<file path="src/rtl/prga_check.sv">
// rtl/prga_check.sv - ARC4 PRGA keystream generation, decryption and printable-ASCII check
//
// Runs the ARC4 PRGA over a length-prefixed ciphertext once S memory holds a
// freshly scheduled key. Each message byte is decrypted into plaintext memory
// and checked against 0x20..0x7E; the AND of those checks is the per-key verdict.
//
// Ports:
//   clk, rst_n           clock, asynchronous active-low reset
//   en / rdy             start request (taken only while rdy=1) / idle indicator
//   valid                verdict of the last completed run (1 = all bytes printable)
//   s_addr/s_rddata/s_wrdata/s_wren      S memory (sync read, one-cycle latency)
//   ct_addr/ct_rddata                    ciphertext memory (ct[0] = length L)
//   pt_addr/pt_wrdata/pt_wren            plaintext memory (pt[0] = L)

module prga_check #(
    parameter int EARLY_ABORT = 1
) (
    input  logic       clk,
    input  logic       rst_n,
    input  logic       en,
    output logic       rdy,
    output logic       valid,
    output logic [7:0] s_addr,
    input  logic [7:0] s_rddata,
    output logic [7:0] s_wrdata,
    output logic       s_wren,
    output logic [7:0] ct_addr,
    input  logic [7:0] ct_rddata,
    output logic [7:0] pt_addr,
    output logic [7:0] pt_wrdata,
    output logic       pt_wren
);

    localparam logic [3:0] IDLE      = 4'd0;
    localparam logic [3:0] RD_LEN    = 4'd1;
    localparam logic [3:0] WAIT_LEN  = 4'd2;
    localparam logic [3:0] LATCH_LEN = 4'd3;
    localparam logic [3:0] RD_I      = 4'd4;
    localparam logic [3:0] WAIT_I    = 4'd5;
    localparam logic [3:0] LATCH_I   = 4'd6;
    localparam logic [3:0] RD_J      = 4'd7;
    localparam logic [3:0] WAIT_J    = 4'd8;
    localparam logic [3:0] LATCH_J   = 4'd9;
    localparam logic [3:0] WR_I      = 4'd10;
    localparam logic [3:0] WR_J      = 4'd11;
    localparam logic [3:0] RD_P      = 4'd12;
    localparam logic [3:0] WAIT_P    = 4'd13;
    localparam logic [3:0] OUT       = 4'd14;

    logic [3:0] state;
    logic [7:0] i;
    logic [7:0] j;
    logic [7:0] k;
    logic [7:0] len;
    logic [7:0] si;
    logic [7:0] sj;
    logic [7:0] ctb;
    logic       all_ok;
    logic       printable;

    assign rdy = (state == IDLE);

    // In OUT, pt_wrdata holds the byte being written this cycle.
    assign printable = (pt_wrdata >= 8'h20) && (pt_wrdata <= 8'h7E);

    // Memory outputs are registered so each one is valid in the cycle of the
    // state it belongs to; they are loaded on the edge entering that state.
    // Addresses are held between reads so read data stays stable through the
    // WAIT and LATCH cycles.
    always_ff @(posedge clk or negedge rst_n) begin
        if (!rst_n) begin
            state     <= IDLE;
            valid     <= 1'b0;
            s_addr    <= 8'd0;
            s_wrdata  <= 8'd0;
            s_wren    <= 1'b0;
            ct_addr   <= 8'd0;
            pt_addr   <= 8'd0;
            pt_wrdata <= 8'd0;
            pt_wren   <= 1'b0;
            i         <= 8'd0;
            j         <= 8'd0;
            k         <= 8'd0;
            len       <= 8'd0;
            si        <= 8'd0;
            sj        <= 8'd0;
            ctb       <= 8'd0;
            all_ok    <= 1'b0;
        end else begin
            s_wren  <= 1'b0;
            pt_wren <= 1'b0;
            case (state)
                IDLE: begin
                    if (en) begin
                        state   <= RD_LEN;
                        valid   <= 1'b0;
                        i       <= 8'd0;
                        j       <= 8'd0;
                        k       <= 8'd1;
                        all_ok  <= 1'b1;
                        ct_addr <= 8'd0;
                    end
                end
                RD_LEN:   state <= WAIT_LEN;
                WAIT_LEN: begin
                    // Length byte is copied through unchecked.
                    state     <= LATCH_LEN;
                    len       <= ct_rddata;
                    pt_addr   <= 8'd0;
                    pt_wrdata <= ct_rddata;
                    pt_wren   <= 1'b1;
                end
                LATCH_LEN: begin
                    if (len == 8'd0) begin
                        state <= IDLE;
                        valid <= 1'b1;
                    end else begin
                        state   <= RD_I;
                        i       <= i + 8'd1;
                        s_addr  <= i + 8'd1;
                        ct_addr <= k;
                    end
                end
                RD_I:   state <= WAIT_I;
                WAIT_I: state <= LATCH_I;
                LATCH_I: begin
                    state  <= RD_J;
                    si     <= s_rddata;
                    ctb    <= ct_rddata;
                    j      <= j + s_rddata;
                    s_addr <= j + s_rddata;
                end
                RD_J:   state <= WAIT_J;
                WAIT_J: state <= LATCH_J;
                LATCH_J: begin
                    state    <= WR_I;
                    sj       <= s_rddata;
                    s_addr   <= i;
                    s_wrdata <= s_rddata;
                    s_wren   <= 1'b1;
                end
                WR_I: begin
                    // When i == j this second write lands on the same
                    // address and leaves si there, as a swap should.
                    state    <= WR_J;
                    s_addr   <= j;
                    s_wrdata <= si;
                    s_wren   <= 1'b1;
                end
                WR_J: begin
                    state  <= RD_P;
                    s_addr <= si + sj;
                end
                RD_P:   state <= WAIT_P;
                WAIT_P: begin
                    state     <= OUT;
                    pt_addr   <= k;
                    pt_wrdata <= s_rddata ^ ctb;
                    pt_wren   <= 1'b1;
                end
                OUT: begin
                    if (!printable && (EARLY_ABORT != 0)) begin
                        state <= IDLE;
                        valid <= 1'b0;
                    end else if (k == len) begin
                        // Compare before incrementing so L=255 never wraps k.
                        state <= IDLE;
                        valid <= all_ok & printable;
                    end else begin
                        state   <= RD_I;
                        all_ok  <= all_ok & printable;
                        k       <= k + 8'd1;
                        ct_addr <= k + 8'd1;
                        i       <= i + 8'd1;
                        s_addr  <= i + 8'd1;
                    end
                end
                default: state <= IDLE;
            endcase
        end
    end

endmodule
</file>
<file path="config.mk">
export PLATFORM = sky130hd
export DESIGN_NAME = prga_check
export DESIGN_NICKNAME = d
export VERILOG_FILES = /design/src/rtl/prga_check.sv
export SDC_FILE = /design/constraint.sdc
export NUM_CORES = 1
export LEC_CHECK = 0
export CORE_AREA = 2 2 103 105
export CTS_BUF_LIST = sky130_fd_sc_hd__clkbuf_4 sky130_fd_sc_hd__clkbuf_8
export CTS_CLUSTER_DIAMETER = 50
export CTS_CLUSTER_SIZE = 40
export DETAILED_ROUTE_END_ITERATION = 12
export DIE_AREA = 0 0 105 107
export PLACE_DENSITY = 0.82
export SLEW_MARGIN = 40
export SYNTH_ARGS = -nofsm -noshare
export SYNTH_HDL_FRONTEND = slang
export SYNTH_SLANG_ARGS = --single-unit
</file>
<file path="constraint.sdc">
create_clock -name clk -period 2.8 [get_ports clk]
set_input_delay 0.56 -clock clk [delete_from_list [all_inputs] [get_ports clk]]
set_output_delay 0.56 -clock clk [all_outputs]
set_load 0.01 [all_outputs]
</file>
==> results of run 1 <==
[layout by cell type, fill, tap and decap left out, types with 6 or more instances in the layout]
cell and n:
clkdlybuf4s50_1 61, buf_4 33, nor2_1 51, mux2_4 9
nand2_1 115, clkbuf_8 9, o22ai_1 10, a31oi_1 17
and3_1 6, a22o_1 12, mux2_2 11, o31ai_1 13
inv_1 11, a211oi_1 6, nand3_1 19, nand2b_1 20
xnor2_1 9, a21oi_1 46, xor2_1 23, a21o_1 6
dfrtp_1 104, o21ai_0 30, ha_1 16
[worst max-delay path, stage by stage (launching register included)]
cell,delay (ns)
dfrtp_1,0.56
nor4_2,0.46
clkdlybuf4s50_1,0.62
[cell families after synthesis]
family          synth area share
buf+inv                   0.0364
compound gates             0.194
flops                      0.445
fa+ha+maj                 0.0411
xor+xnor                  0.0479
mux                       0.0513
simple gates               0.184
[Yosys cell counts (2+ instances only)]
cell type,instances
o211ai_1,4
dfrtp_1,104
nor4_1,4
o22ai_1,10
o21ai_1,2
and2_1,5
nand3_1,19
mux2_4,9
a21boi_0,2
buf_6,3
o21a_1,2
o21bai_1,3
and3_1,6
nor3_1,5
mux2i_1,3
a31oi_1,17
a22oi_1,3
mux2_2,11
o2bb2ai_1,3
a21o_1,6
o21ai_0,30
nand2_1,115
nor2b_1,5
a22o_1,12
o31ai_1,13
nand4_1,2
xor2_1,23
o22a_1,3
a211oi_1,6
a32o_1,3
nor2_1,51
fa_1,2
xnor2_1,9
buf_2,10
inv_1,11
a21oi_1,46
ha_1,16
nand2b_1,20
clkbuf_1,19
[final timing paths]
path / start / endpoint / slack [ns] / cells after the start
hold / removal: rst_n / i[7] / 0.15 / 1
max in group asynchronous: rst_n / s_wrdata[0] / 1.97 / 2
setup / recovery: state[3] / rdy / 0.22 / 2
hold reg to reg: all_ok / all_ok / 0.48 / 1
min in group clk: all_ok / all_ok / 0.48 / 1
setup reg to reg: si[0] / s_addr[6] / 0.32 / 8
[power groups by stage]
stage / clock network (W) / registers, W / logic (W)
3_5_place_dp: 0 / 0.00264 / 0.00386
3_3_place_gp: 0 / 0.00261 / 0.00373
4_1_cts: 0.000962 / 0.00262 / 0.00388
2_1_floorplan: 0 / 0.00255 / 0.00263
5_1_grt: 0.00103 / 0.00271 / 0.00435
6_report: 0.000957 / 0.00264 / 0.00392
[flip-flops by register name (all words and copies together) (netlist names)]
| name | cells |
|---|---|
| len | 8 |
| pt_addr | 8 |
| state | 4 |
| ctb | 8 |
| s_addr | 8 |
| si | 8 |
| valid | 1 |
| sj | 8 |
| pt_wrdata | 8 |
| s_wren | 1 |
| ct_addr | 8 |
| s_wrdata | 8 |
| k | 8 |
| all_ok | 1 |
| i | 8 |
| j | 8 |
| pt_wren | 1 |
[through the flow]
stage               power [W]   util
detailed placement    0.00650  0.665
CTS                   0.00746  0.685
global placement      0.00635  0.665
global route          0.00809  0.686
finish                0.00751  0.686
floorplan             0.00518      -
[timing repair]
action                     4_1_cts  5_1_grt
resized for setup                0        1
hold buffers                     0        0
setup endpoints to repair        0        1
[routing by layer]
metal,track usage,share of wire,vias to the layer above
met1,0.411,0.45,2513
met2,0.445,0.45,216
met3,0.0462,0.072,29
li1,-,-,2399
met5,0,0,-
met4,0.120,0.025,0
[layout make-up]
type / instances / area (um2)
Tap cell: 136 / 170
Clock buffer: 11 / 139
Timing Repair Buffer: 95 / 870
Sequential cell: 104 / 2600
Inverter: 11 / 41.3
Clock inverter: 5 / 57.6
Fill cell: 834 / 3170
Multi-Input combinational cell: 488 / 3040
==> flow_summary.yaml, run 1 <==
pwr:
  p_leak_nw: 3.14
  power_density_nw_per_um2: 1090
  pwr-share-seq: 0.351
  p_int_w: 0.00427
  switching_share: 0.431
  pwr-share-comb: 0.522
  pwr-share-clk: 0.127
  peakVddDrop_mv: 0.636
  power_switching_w: 0.00324
global_routing:
  grt_overflow_total: 0
  grt_pass1_wl_mm: 25.3
  grt_max_degree: 66
  antenna_found_initial: 0
  grt_pass1_vias: 4971
  track_usage: 0.290
synth:
  synth_top_area_share: 0.445
  synth_top_flop_cell: "dfrtp_1"
  synthCells: 638
  avgSynthCellArea_um2: 9.17
  synth_edf_count: 0
  synth_cell_type_count: 60
  synth_seq_cells: 104
  yosys.area.top_type: "dfrtp_1"
  seq_area_frac_synth: 0.445
  yosys_warnings: 0
  synth_area_leaders: "dfrtp_1, nand2_1, a21oi_1"
  synth_nets: 675
  async_flop_share: 1.00
  syn-cell-area_um2: 5850
timing:
  fin_worst_skew_ns: 0.0110
  hold_slack_ns: 0.153
  fin_crit_ns: 2.58
  hold_violations: 0
  finalSetupTns_ns: 0
  rsz0062_at_grt: "false"
  fmax_mhz: 388
  finalMaxSlewViolations: 0
  max_slew.worst_pin.slew_ns: 0.622
  timing.slew.headroom: 0.584
  period_share: 0.922
  setup_viol: 0
  worst_slack_ns: 0.220
floorplanning:
  core_area_um2: 10100
  io_pins: 63
  die_area_um2: 11200
  dieWidth_um: 105
  die_height_um: 107
  fp-row-count: 37
  start_util: 0.579
critical_path:
  criticalPathCategory: "reg -> out"
  cp-start-kind: "flip-flop"
  end_kind: "primary output"
  worstPathArrival_ns: 2.02
  crit_fanout: 15
  worstPathRequired_ns: 2.24
cells_and_area:
  antenna_cells: 0
  layout-drive-gt1-share: 0.111
  area_growth_pct: 18.3
  fin_nets: 746
  finalNonFillerCells: 850
  fin_area_um2: 6920
place:
  placed_area_um2: 6710
  portBuffers: 62
  post-dp-hpwl_mm: 11.2
  pre_cts_slack_ns: -0.0992
  dp_cells: 834
  gp_congestion: 0.982
drt:
  ant_nets: 0
  wl_per_cell_um: 18.1
  firstDrtPassIters: 5
  vias: 5157
  first_iter_violations: 552
  wl_mm: 15.3
  vias_per_cell: 6.07
  drc: 0
clock_network:
  cts_sinks: 104
  clk_latency_ns: 0.39
  numCtsBuffers: 9
  clk_pin_slew_worst_paths_ns: 0.09
  clk_root_buffer_cell: "clkbuf_8"
  cts_max_path_buffers: 2
  cts_tree: "done"
  cts.htree.levels: 3
  post_cts_buffers: 0
job:
  maxCapViolations: 0
hold_path:
  hold_path_class: "in -> async"
outcome:
  status: "complete, no violations"
(Power assumes the default switching activity.)
==> run 2: changes to the inputs <==
- GPL_ROUTABILITY_DRIVEN: not set -> 0
==> flow_summary.yaml, run 2 (same netlist as run 1, synthesis figures left out) <==
cells_and_area:
  layout_common_cells: "nand2_1, dfrtp_1, clkdlybuf4s50_1"
  layout-drive-gt1-share: 0.107
  antenna_cells: 0
  fin_nets: 744
  fillers: 798
  final_common_cell: "nand2_1"
  regArea_um2: 2600
  fin_area_um2: 6940
  multiInputGateArea_um2: 3030
  area_growth_pct: 18.7
clock_network:
  ctsResizeCount: 0
  clk_pin_slew_worst_paths_ns: 0.10
  cts_max_path_buffers: 2
  cts_tree: "done"
  cts_sinks: 104
  cts-hold-fix-buffers: 0
  clk_root_buffer_cell: "clkbuf_8"
  cts.htree.levels: 3
  clk_latency_ns: 0.39
  numCtsBuffers: 9
  post_cts_buffers: 0
critical_path:
  end_kind: "primary output"
  worstPathArrival_ns: 2.17
  crit_fanout: 16
  worstPathRequired_ns: 2.24
  r2r-start: "state[2]"
  reg2reg_slack_ns: 0.20
  criticalPathCategory: "reg -> out"
  crit_chain: "nor4_1, clkdlybuf4s50_1"
  cp-start-kind: "flip-flop"
  crit_start: "state[2]"
  slowest_stage: "clkdlybuf4s50_1"
  slowest_delay_ns: 0.66
pwr:
  pwr-share-seq: 0.341
  pwr-share-comb: 0.518
  power_density_nw_per_um2: 1110
  p_int_w: 0.00439
  pwr-share-clk: 0.141
  power_switching_w: 0.00330
  switching_share: 0.429
  peakVddDrop_mv: 0.628
  p_leak_nw: 3.15
timing:
  fin_worst_skew_ns: 0.0123
  max_slew.worst_pin.slew_ns: 0.637
  rsz0062_at_grt: "false"
  setup_viol: 0
  period_share: 0.974
  timing.slew.headroom: 0.574
  worst_slack_ns: 0.0741
  fin_crit_ns: 2.73
  finalMaxSlewViolations: 0
  fmax_mhz: 367
  hold_violations: 0
floorplanning:
  dieWidth_um: 105
  fp-row-count: 37
  die_height_um: 107
  start_util: 0.579
  die_area_um2: 11200
  core_area_um2: 10100
  io_pins: 63
hold_path:
  hold_path_class: "in -> async"
place:
  pre_cts_slack_ns: -0.108
  post-dp-hpwl_mm: 11.0
  portBuffers: 62
  placed_area_um2: 6710
drt:
  vias: 5198
  first_iter_violations: 476
  vias_per_cell: 6.13
  drc: 0
  wl_per_cell_um: 18.2
  ant_nets: 0
  wl_mm: 15.4
  firstDrtPassIters: 6
global_routing:
  grt_overflow_total: 0
  grt_max_degree: 68
  grt_pass1_vias: 5056
  grt_pass1_wl_mm: 25.2
  antenna_found_initial: 0
  track_usage: 0.286
outcome:
  status: "complete, no violations"
job:
  maxCapViolations: 0
run 2: changes by cell type in the layout (fill, tap and decap cells not counted), sizes merged:
| cell | delta |
|---|---|
| clkinvlp | -3 |
| buf | -2 |
| clkbuf | -1 |
| inv | +1 |
| bufinv | +1 |
| clkinv | +2 |
run 2: power by group through the flow:
stage / registers (W) / logic, W / clock network [W]
5_1_grt: 0.00269 / 0.00438 / 0.00115
4_1_cts: 0.00260 / 0.00394 / 0.00109
3_5_place_dp: 0.00263 / 0.00390 / 0
2_1_floorplan: 0.00255 / 0.00263 / 0
6_report: 0.00262 / 0.00398 / 0.00109
3_3_place_gp: 0.00259 / 0.00376 / 0
run 2: critical path, delay by kind of cell, from the launching register on:
family	cells	cell delay [ns]
buffers and inverters	1	0.66
DFF	1	0.57
and+or+nand+nor	1	0.55
run 2: final timing paths:
path                                    end  depth (start not counted)
worst max register to register         i[4]                          5
worst max-delay path                    rdy                          2
min in group clk                     all_ok                          1
worst min register to register       all_ok                          1
worst min-delay path                   i[5]                          1
max in group asynchronous       s_wrdata[1]                          2
run 2: layout make-up:
cell class	count	area share
Multi-Input combinational cell	488	0.437
Timing Repair Buffer	93	0.124
Sequential cell	104	0.375
Clock buffer	10	0.0198
Clock inverter	6	0.0132
Tap cell	136	0.0245
Inverter	11	0.00595
run 2: metal layers:
metal / global-route usage / share of wire
met5: 0 / 0
met4: 0.120 / 0.029
met3: 0.0650 / 0.087
met2: 0.421 / 0.45
met1: 0.407 / 0.44
run 2: metrics by stage:
stage                      util  std cells  hold WS (ns)  setup TNS (ns)  power, W
after floorplan               -        638         0.264               0   0.00518
after CTS                 0.688        848         0.144               0   0.00763
final                     0.688        848         0.125               0   0.00769
after global routing      0.688        848         0.161               0   0.00822
after global placement    0.665        832         0.451         -0.0165   0.00636
after detailed placement  0.665        832         0.461          -0.144   0.00653
==> edit (config.mk and constraints of run 2) <==
Make the reset (`rst_n`) synchronous in one clocked block. Comments in the files are not updated.
--- a/src/rtl/prga_check.sv
+++ b/src/rtl/prga_check.sv
@@ -68,5 +68,5 @@
     // Addresses are held between reads so read data stays stable through the
     // WAIT and LATCH cycles.
-    always_ff @(posedge clk or negedge rst_n) begin
+    always_ff @(posedge clk) begin
         if (!rst_n) begin
             state     <= IDLE;
Formal check against the unedited RTL: differs if rst_n is asserted again (counterexample within 4 cycles, from zero or initial values and one cycle with rst_n low); with rst_n held inactive, the same outputs for 10 cycles.
==> edit against run 2 <==
Design area fell by 5.6%. Register-to-register slack gained 0.09 ns. Sequential cell count unchanged. Routed wire length increased by 3.4%. Worst setup slack better by 0.19 ns. Global-route usage shrank 0.082 points. Critical path depth is the same. First-iteration DRC count up 22%. Cell count up 5.8%. Maximum frequency up 7.3%. Utilization shrank 3.8 points. Area after synthesis fell by 5.5%. Highest routed layer unchanged.
Power is not compared: it rests on default switching activity, and its combinational part moved more than twofold at a synthesized area within 25%.
==> edit: results (changes against run 2) <==
| Metric | Value |
|---|---|
| Top cell type's share of synthesized area | 37.7% (was 44.5%) |
| DP HPWL | 11600 µm (was 11000 µm) |
| Top cells by area, synth | dfxtp_1 (38%), nand2_1 (8.0%), a21oi_1 (8.0%) (was dfrtp_1 (45%), nand2_1 (7.4%), a21oi_1 (3.9%)) |
| GR Util All Layers | 28.5% (was 28.6%) |
| WL met1 | 6810 µm (was 6720 µm) |
| Placed instance area | 6330 µm² (was 6710 µm²) |
| Met3 wire len | 1590 µm (was 1340 µm) |
| Placed insts | 882 (was 832) |
| Pre-antenna DRT Iters | 5 (was 6) |
| Top cells by instance count after synthesis | nand2_1 (118), dfxtp_1 (104), a21oi_1 (88) (was nand2_1 (115), dfrtp_1 (104), nor2_1 (51)) |
| Mux share of post-synthesis cell area | 0.747% (was 5.13%) |
| Routing usage on met1 | 38.7% (was 40.7%) |
| Compound-gate portion of the synthesized area | 26.4% (was 19.4%) |
| First-pass GRT wire length | 25600 µm (was 25200 µm) |
| Max-slew headroom | 57.6% (was 57.4%) |
| Total power | 3.08 mW |
| Largest net degree at the start of global routing | 42 (was 68) |
| Outcome | finished clean (unchanged) |
| Via Count | 5655 (was 5198) |
| Post-Place Setup Slack | -0.0716 ns (was -0.108 ns) |
| Sequential share of the synthesized area | 37.7% (was 44.5%) |
| WP data arrival | 1.98 ns (was 2.17 ns) |
| Post-Syn Nets | 738 (was 675) |
| Layout fillers | 876 (was 798) |
| Routed wire per std cell | 17.8 µm (was 18.2 µm) |
| Hold crit path type | reg -> reg (was in -> async) |
| GR Layer Usage met3 | 4.98% (was 6.50%) |
| Detail Route met2 WL | 7150 µm (was 6930 µm) |
| Layout cells sized above 1 | 8.67% (was 10.7%) |
| Crit path max fanout | 15 (was 16) |
| GRT met2 Usage | 44.4% (was 42.1%) |
| Slowest stage delay, CP | 0.62 ns (was 0.66 ns) |
| Initial DRC Count | 583 (was 476) |
| Syn Area/Cell | 7.88 µm² (was 9.17 µm²) |
| NumNets Final | 794 (was 744) |
| Post-synthesis adder-cell area fraction | 4.35% (was 4.11%) |
| Cell variety after synth | 62 (was 60) |
| Vias in the first global route | 5140 (was 5056) |
| Clk_skew | 0.0125 ns (was 0.0123 ns) |
| Synth warn | 0 (unchanged) |
| XOR/XNOR share of the synthesized area | 4.91% (was 4.79%) |
| Ys async rst share | 0% (was 100%) |
-- edit: changes by cell type in the layout (fill, tap and decap cells not counted), sizes merged, moves of 12 or more --
cell	delta
a22o	-12
dfxtp	+104
nor2	+13
a211oi	+17
dfrtp	-104
a311oi	+13
mux2	-20
nand2b	-16
o21ai	+13
a21oi	+42
-- edit: path summary, 6_finish.rpt --
path                            cells past startpoint  slack [ns]                      to                  start
worst max-delay path                                2        0.26                     rdy  state[2]$_SDFFE_PN0N_
worst min-delay path                                2        0.47      sj[0]$_SDFFE_PN0P_     sj[0]$_SDFFE_PN0P_
worst max register to register                      7        0.29  s_addr[6]$_SDFFE_PN0P_  state[1]$_SDFFE_PN0N_
worst min register to register                      2        0.47      sj[0]$_SDFFE_PN0P_     sj[0]$_SDFFE_PN0P_
-- edit: where the power goes --
part	total, mW	internal [mW]	switching [mW]
Combinational	0.466	0.192	0.274
Sequential	1.56	1.52	0.0402
Clock	1.06	0.505	0.552
Total	3.08	2.22	0.865
-- edit: final cells by class --
| type | count | area (µm²) | area share, % |
|---|---|---|---|
| clock buffer | 9 | 124 | 1.89 |
| clock inverter | 6 | 91.3 | 1.39 |
| inverter | 6 | 22.5 | 0.344 |
| multi-input combinational | 545 | 3210 | 49.0 |
| sequential | 104 | 2080 | 31.8 |
| tap | 136 | 170 | 2.60 |
| timing repair buffer | 91 | 851 | 13.0 |
-- edit: kinds of logic after synthesis --
family / count (synthesis)
and+or+nand+nor: 259
AOI/OAI and AO/OA: 233
DFF: 104
buffers and inverters: 52
xor gates and xnor gates: 31
adders and majority gates: 18
muxes: 4
-- edit: repair_timing --
action,CTS,global route
gates resized for setup,0,1
endpoints found under the setup margin,0,1
hold endpoints to repair,0,0
